==> src/rtl/bsg_dff_reset_rr_arb.sv <==
// Round-robin arbiter in front of one shared register: the winner loads its word or clears it,
// and the register remembers which requester touched it last.
module bsg_dff_reset_rr_arb #(
  parameter  int width_p   = 16,
  parameter  int els_p     = 4,
  localparam int lg_els_lp = $clog2(els_p)
) (
  input  logic                     clk_i,
  input  logic                     reset_n_i,
  input  logic [els_p-1:0]         v_i,
  input  logic [els_p-1:0]         clear_i,
  input  logic [els_p*width_p-1:0] data_i,
  output logic [els_p-1:0]         yumi_o,
  output logic [width_p-1:0]       data_o,
  output logic                     v_o,
  output logic [lg_els_lp-1:0]     owner_o
);

  logic [lg_els_lp-1:0] r_ptr;
  logic [width_p-1:0]   r_data;
  logic                 r_v;
  logic [lg_els_lp-1:0] r_owner;

  logic [els_p-1:0]     w_active;
  logic [els_p-1:0]     w_yumi;
  logic                 w_found;
  logic [lg_els_lp-1:0] w_idx;
  logic                 w_clr;
  logic [width_p-1:0]   w_data;
  logic [lg_els_lp-1:0] w_ptr_nxt;

  assign w_active = v_i | clear_i;

  // Two passes give the rotated search: first the slots at or above the pointer, then the wrap.
  always_comb begin
    w_yumi  = '0;
    w_found = 1'b0;
    w_idx   = '0;
    w_clr   = 1'b0;
    w_data  = '0;
    for (int k = 0; k < els_p; k++) begin
      if (!w_found && (k >= int'(r_ptr)) && w_active[k]) begin
        w_found   = 1'b1;
        w_yumi[k] = 1'b1;
        w_idx     = lg_els_lp'(k);
        w_clr     = clear_i[k];
        w_data    = data_i[k*width_p +: width_p];
      end
    end
    for (int k = 0; k < els_p; k++) begin
      if (!w_found && w_active[k]) begin
        w_found   = 1'b1;
        w_yumi[k] = 1'b1;
        w_idx     = lg_els_lp'(k);
        w_clr     = clear_i[k];
        w_data    = data_i[k*width_p +: width_p];
      end
    end
  end

  // Explicit wrap so non-power-of-two counts never land on an unused slot.
  assign w_ptr_nxt = (w_idx == lg_els_lp'(els_p-1)) ? '0 : w_idx + 1'b1;

  always_ff @(posedge clk_i) begin
    if (!reset_n_i) begin
      r_ptr   <= '0;
      r_data  <= '0;
      r_v     <= 1'b0;
      r_owner <= '0;
    end else if (w_found) begin
      r_ptr   <= w_ptr_nxt;
      r_owner <= w_idx;
      if (w_clr) begin
        r_data <= '0;
        r_v    <= 1'b0;
      end else begin
        r_data <= w_data;
        r_v    <= 1'b1;
      end
    end
  end

  assign yumi_o  = reset_n_i ? w_yumi : '0;
  assign data_o  = r_data;
  assign v_o     = r_v;
  assign owner_o = r_owner;

endmodule

==> config.mk <==
export PLATFORM = sky130hd
export DESIGN_NAME = bsg_dff_reset_rr_arb
export DESIGN_NICKNAME = d
export VERILOG_FILES = /design/src/rtl/bsg_dff_reset_rr_arb.sv
export SDC_FILE = /design/constraint.sdc
export NUM_CORES = 1
export LEC_CHECK = 0
export BUFFER_PORTS_ARGS = -buffer_cell sky130_fd_sc_hd__buf_2
export CAP_MARGIN = 20
export CORE_ASPECT_RATIO = 1.2
export CORE_MARGIN = 5
export CORE_UTILIZATION = 48
export CTS_BUF_LIST = sky130_fd_sc_hd__clkbuf_8
export DETAILED_ROUTE_END_ITERATION = 10
export PLACE_DENSITY = 0.82
export SETUP_SLACK_MARGIN = 0.02
export SLEW_MARGIN = 25
export SYNTH_ARGS = -nofsm -noshare
export SYNTH_HDL_FRONTEND = slang
export SYNTH_SLANG_ARGS = --single-unit
==> constraint.sdc <==
create_clock -name clk_i -period 2.2 [get_ports clk_i]
set_input_delay 0 -clock clk_i [delete_from_list [all_inputs] [get_ports clk_i]]
set_output_delay 0 -clock clk_i [all_outputs]
set_load 0.02 [all_outputs]
---- After elaboration in Yosys (flattened, before gate mapping) ----
Cells that the tools add are included.
operators by class
  bitwise logic cells ..................... 1
  $add $sub $neg .......................... 1
  magnitude comparators ................... 3
  reductions and logical operators ........ 17
  muxes and demuxes ....................... 42
  equality and inequality tests ........... 1
operators with widths
  cell                                                 count
  two-way mux 16 bit                                   9
  two-way mux 1 bit                                    25
  two-way mux 2 bit                                    7
  logical AND 1 bit                                    10
  zero test 1 bit                                      7
  >= comparator 1 x 2 -> 1 bit (first input constant)  2
  two-way mux 4 bit                                    1
  bitwise OR 4 bit                                     1
  adder 2 x 1 -> 2 bit (second input constant)         1
  equality test 2 bit (second input constant)          1
  >= comparator 2 bit (first input constant)           1
word-level totals
  output and inout bits ................... 23
  word-level logic and storage cells ...... 69
  flip-flop bits (word level) ............. 21

---- Longest topological paths before layout ----
  depth in word-level cells ............... 28
  gate-level depth with buffers ........... 8
  gate-level depth less buffers ........... 6

---- Worst setup path after synthesis ----
OpenSTA, ideal clock, no wires.
  kind .................................... register to register
  start point ............................. reg r_ptr[0]
  end point ............................... reg r_data[15] (netlist: data_o[15])
  data required time ...................... 2.113 ns
  slack ................................... 0.400 ns
  cell stages (with the launch flop) ...... 8
  data arrival time ....................... 1.713 ns
  cells stage by stage .................... dfxtp_1 -> buf_2 -> o21bai_2 -> a21o_1 -> nand2_1 -> o221ai_1 -> a221o_1 -> a221oi_2
between the ends
  word-level cells in the longest chain between the ends .. 27
ends and longest elaborated chain
  element                                                         line  source
  from (decl)                                                     19    logic [lg_els_lp-1:0] r_ptr;
  from (signal assigned)                                          71    r_ptr <= w_ptr_nxt;
  >= comparator 1 x 2 -> 1 bit                                    42    if (!w_found && (k >= int'(r_ptr)) && w_active[k]) begin
  logical AND 1 bit                                               42
  two-way mux 1 bit                                               42
  zero test 1 bit                                                 42
  logical AND 1 bit (2 in series)                                 42
  two-way mux 1 bit                                               42
  zero test 1 bit                                                 42
  logical AND 1 bit (2 in series)                                 42
  [9 not listed]                                                  n/a
  two-way mux 1 bit                                               51    if (!w_found && w_active[k]) begin
  zero test 1 bit                                                 51
  logical AND 1 bit                                               51
  two-way mux 1 bit                                               51
  zero test 1 bit                                                 51
  logical AND 1 bit                                               51
  two-way mux 16 bit / two-way mux 1 bit (equally long branches)  51
  two-way mux 16 bit                                              73    if (w_clr) begin
  to (signal assigned)                                            77    r_data <= w_data;
  to (decl)                                                       20    logic [width_p-1:0] r_data;
Parallel ways exist; a longest one is shown, timed or not.
A chain may end at the register's enable or synchronous reset.

---- Worst setup path in the final report ----
  start point ............................. reg r_ptr[0]
  end point ............................... reg r_data[4] (netlist: data_o[4])
The elaborated chain is that of the path after synthesis.

==> flow_summary.json <==
{
  "p_leak_nw": 1.15,
  "hp-class": "in -> reg",
  "port_buffers": 96,
  "root_buffer": "clkbuf_8",
  "end_kind": "flop",
  "worstSetupPathType": "reg -> reg",
  "postSynthAreaPerCell_um2": 7.66,
  "drive_gt1_frac": 0.404,
  "dr.pass1.iters": 6,
  "ir_worst_vdd_mv": 0.238,
  "fin_crit_sh": 0.905,
  "initial_utilization": 0.487,
  "finalHoldViolCount": 0,
  "gp_congestion": 0.925,
  "final_antenna_net_count": 0,
  "synth_nets": 341,
  "dominantRegCellSynth": "dfxtp_1",
  "drt_iter0_drc": 301,
  "cts_tree": "built",
  "synthToLayoutAreaGrowth_pct": 30.3,
  "antenna_cells": 0,
  "ys_seq_elements": 21,
  "ys_warn_count": 0,
  "worst-slew-pin-transition_ns": 0.521,
  "antenna_found_initial": 0,
  "synthArstFlopShare": 0,
  "yosysMostFrequentCell": "nand2_1",
  "netlist_instances": 267,
  "wl_per_cell_um": 18.0,
  "grt_pass1_wl_um": 12000,
  "status": "finished clean",
  "drc": 0,
  "fmax_mhz": 502,
  "power_density_mw_per_mm2": 519,
  "grt_pass1_vias": 2605,
  "ys_types": 52,
  "syn_area_mm2": 0.00204,
  "clkLatencyLatePin_ns": 0.27,
  "grt_overflow": 0,
  "ys_top_cells_by_area": "dfxtp_1 (21%), nand2_1 (8.3%), a221oi_2 (7.3%)",
  "finalCriticalPeriod_ns": 1.99,
  "p_total_mw": 1.38,
  "grt_util_all_layers": 0.259,
  "arrival_ns": 2.19,
  "cts-buffers-inserted": 3,
  "start_kind": "flop",
  "setup_slack_ns": 0.208,
  "ys_seq_area_frac": 0.206,
  "clk_pin_slew_ns": 0.09,
  "die_y_um": 81.5,
  "dp_slack_ns": 0.0936,
  "grt_start_max_net_pins": 32,
  "die-area_mm2": 0.00567,
  "slew_violations": 0,
  "core_mm2": 0.00420,
  "dp_hpwl_um": 5790,
  "clock_path_buffers": 2,
  "yosysTopAreaCell": "dfxtp_1",
  "critPathRequiredTime_ns": 2.39,
  "num-nets-final": 439,
  "path_max_fanout": 9,
  "vias_per_cell": 6.23,
  "cts.sinks": 21,
  "relSlewSlack": 0.651,
  "clock_skew_ns": 0.00408,
  "rsz0062_at_grt": "no",
  "die_x_um": 69.6,
  "num_rows": 26,
  "num_vias": 2615,
  "setup_viol": 0,
  "synth-edff-count": 0,
  "cap_violations": 0,
  "ios": 97,
  "final.setup.tns_ns": 0,
  "htree_levels": 1,
  "totalWireLength_um": 7560,
  "synth_commonest_cells": "nand2_1 (45), nor2_1 (26), dfxtp_1 (21), a21oi_1 (17), a222oi_1 (12)",
  "yosysTopAreaCellShare": 0.206
}
cell usage in the layout (no fill, tap or decap), types with 3 or more instances in the layout:
master     n
nor2_2     4
o22ai_1    3
a221o_1    5
a222oi_1  12
nand2_1   44
and3_1     3
buf_2     96
a22o_1     6
buf_4     14
a21oi_1   17
a32oi_1    3
dfxtp_1   19
and2_1     7
o21ai_0    6
o221ai_1   8
a22oi_1    5
o21ai_1    6
inv_1      6
a221oi_2  10
a31oi_1    4
a21boi_1  10
nor2_1    24
nand3_1    9
clkbuf_8   3
sequential cells by signal (all words and copies together), names as in the netlist:
name / cells
owner_o: 2
r_ptr: 2
data_o: 16
v_o: 1
final cells by class:
type,instances,area [µm²]
multi-input combinational,223,1520
fill,392,1530
sequential,21,423
clock buffer,3,41.3
timing repair buffer,110,586
inverter,6,22.5
clock inverter,1,5.00
tap,56,70.1
kinds of logic (layout without fill, tap and decap cells):
logic type             count (synthesis)  count (layout)  synth area share
AOI/OAI and AO/OA                    111             111             0.455
buffers and inverters                 23             120            0.0588
DFF                                   21              21             0.206
and+or+nand+nor                      112             112             0.280
stage by stage:
stage	instances	utilization	instance area [µm²]	hold WS, ns
after floorplan	267	-	2040	0.146
after global placement	416	0.620	2600	0.298
after detailed placement	416	0.620	2600	0.309
after CTS	420	0.631	2650	0.0271
after global routing	420	0.635	2660	0.0313
final	420	0.635	2660	0.0192
what timing repair did:
| item | 4_1_cts | 5_1_grt |
|---|---|---|
| setup endpoints to repair | 0 | 13 |
| buffers inserted | 0 | 0 |
| resized for setup | 0 | 6 |
| hold buffers | 0 | 0 |
critical path, cell delays in order, from the launching register on:
cell       delay (ns)
dfxtp_2          0.43
o2bb2ai_2        0.27
o211ai_2         0.18
a31oi_2          0.31
o21ai_1          0.12
a221o_1          0.38
a221oi_2         0.22
routing by layer:
| layer | wire (µm) | GRT usage | up-vias | part of all wire |
|---|---|---|---|---|
| li1 | - | - | 1240 | - |
| met3 | 789 | 0.0526 | 15 | 0.10 |
| met4 | 149 | 0.0996 | 0 | 0.020 |
| met5 | 0 | 0 | - | 0 |
| met2 | 3620 | 0.469 | 168 | 0.48 |
| met1 | 3000 | 0.304 | 1192 | 0.40 |
power by group:
part	internal [mW]	switching [mW]	leakage, nW
registers	0.420	0.0330	0.172
clock network	0.127	0.151	0.0255
logic	0.280	0.372	0.956
total	0.827	0.556	1.15
worst paths after layout:
path                                 start        end  slack, ns  cells after the start
worst max register to register    r_ptr[0]  data_o[4]       0.21                      6
worst min-delay path            data_i[40]  data_o[8]       0.02                      3
worst min register to register         v_o        v_o       0.45                      2
worst max-delay path              r_ptr[0]  data_o[4]       0.21                      6
No activity file was read; power rests on OpenSTA's default activity.
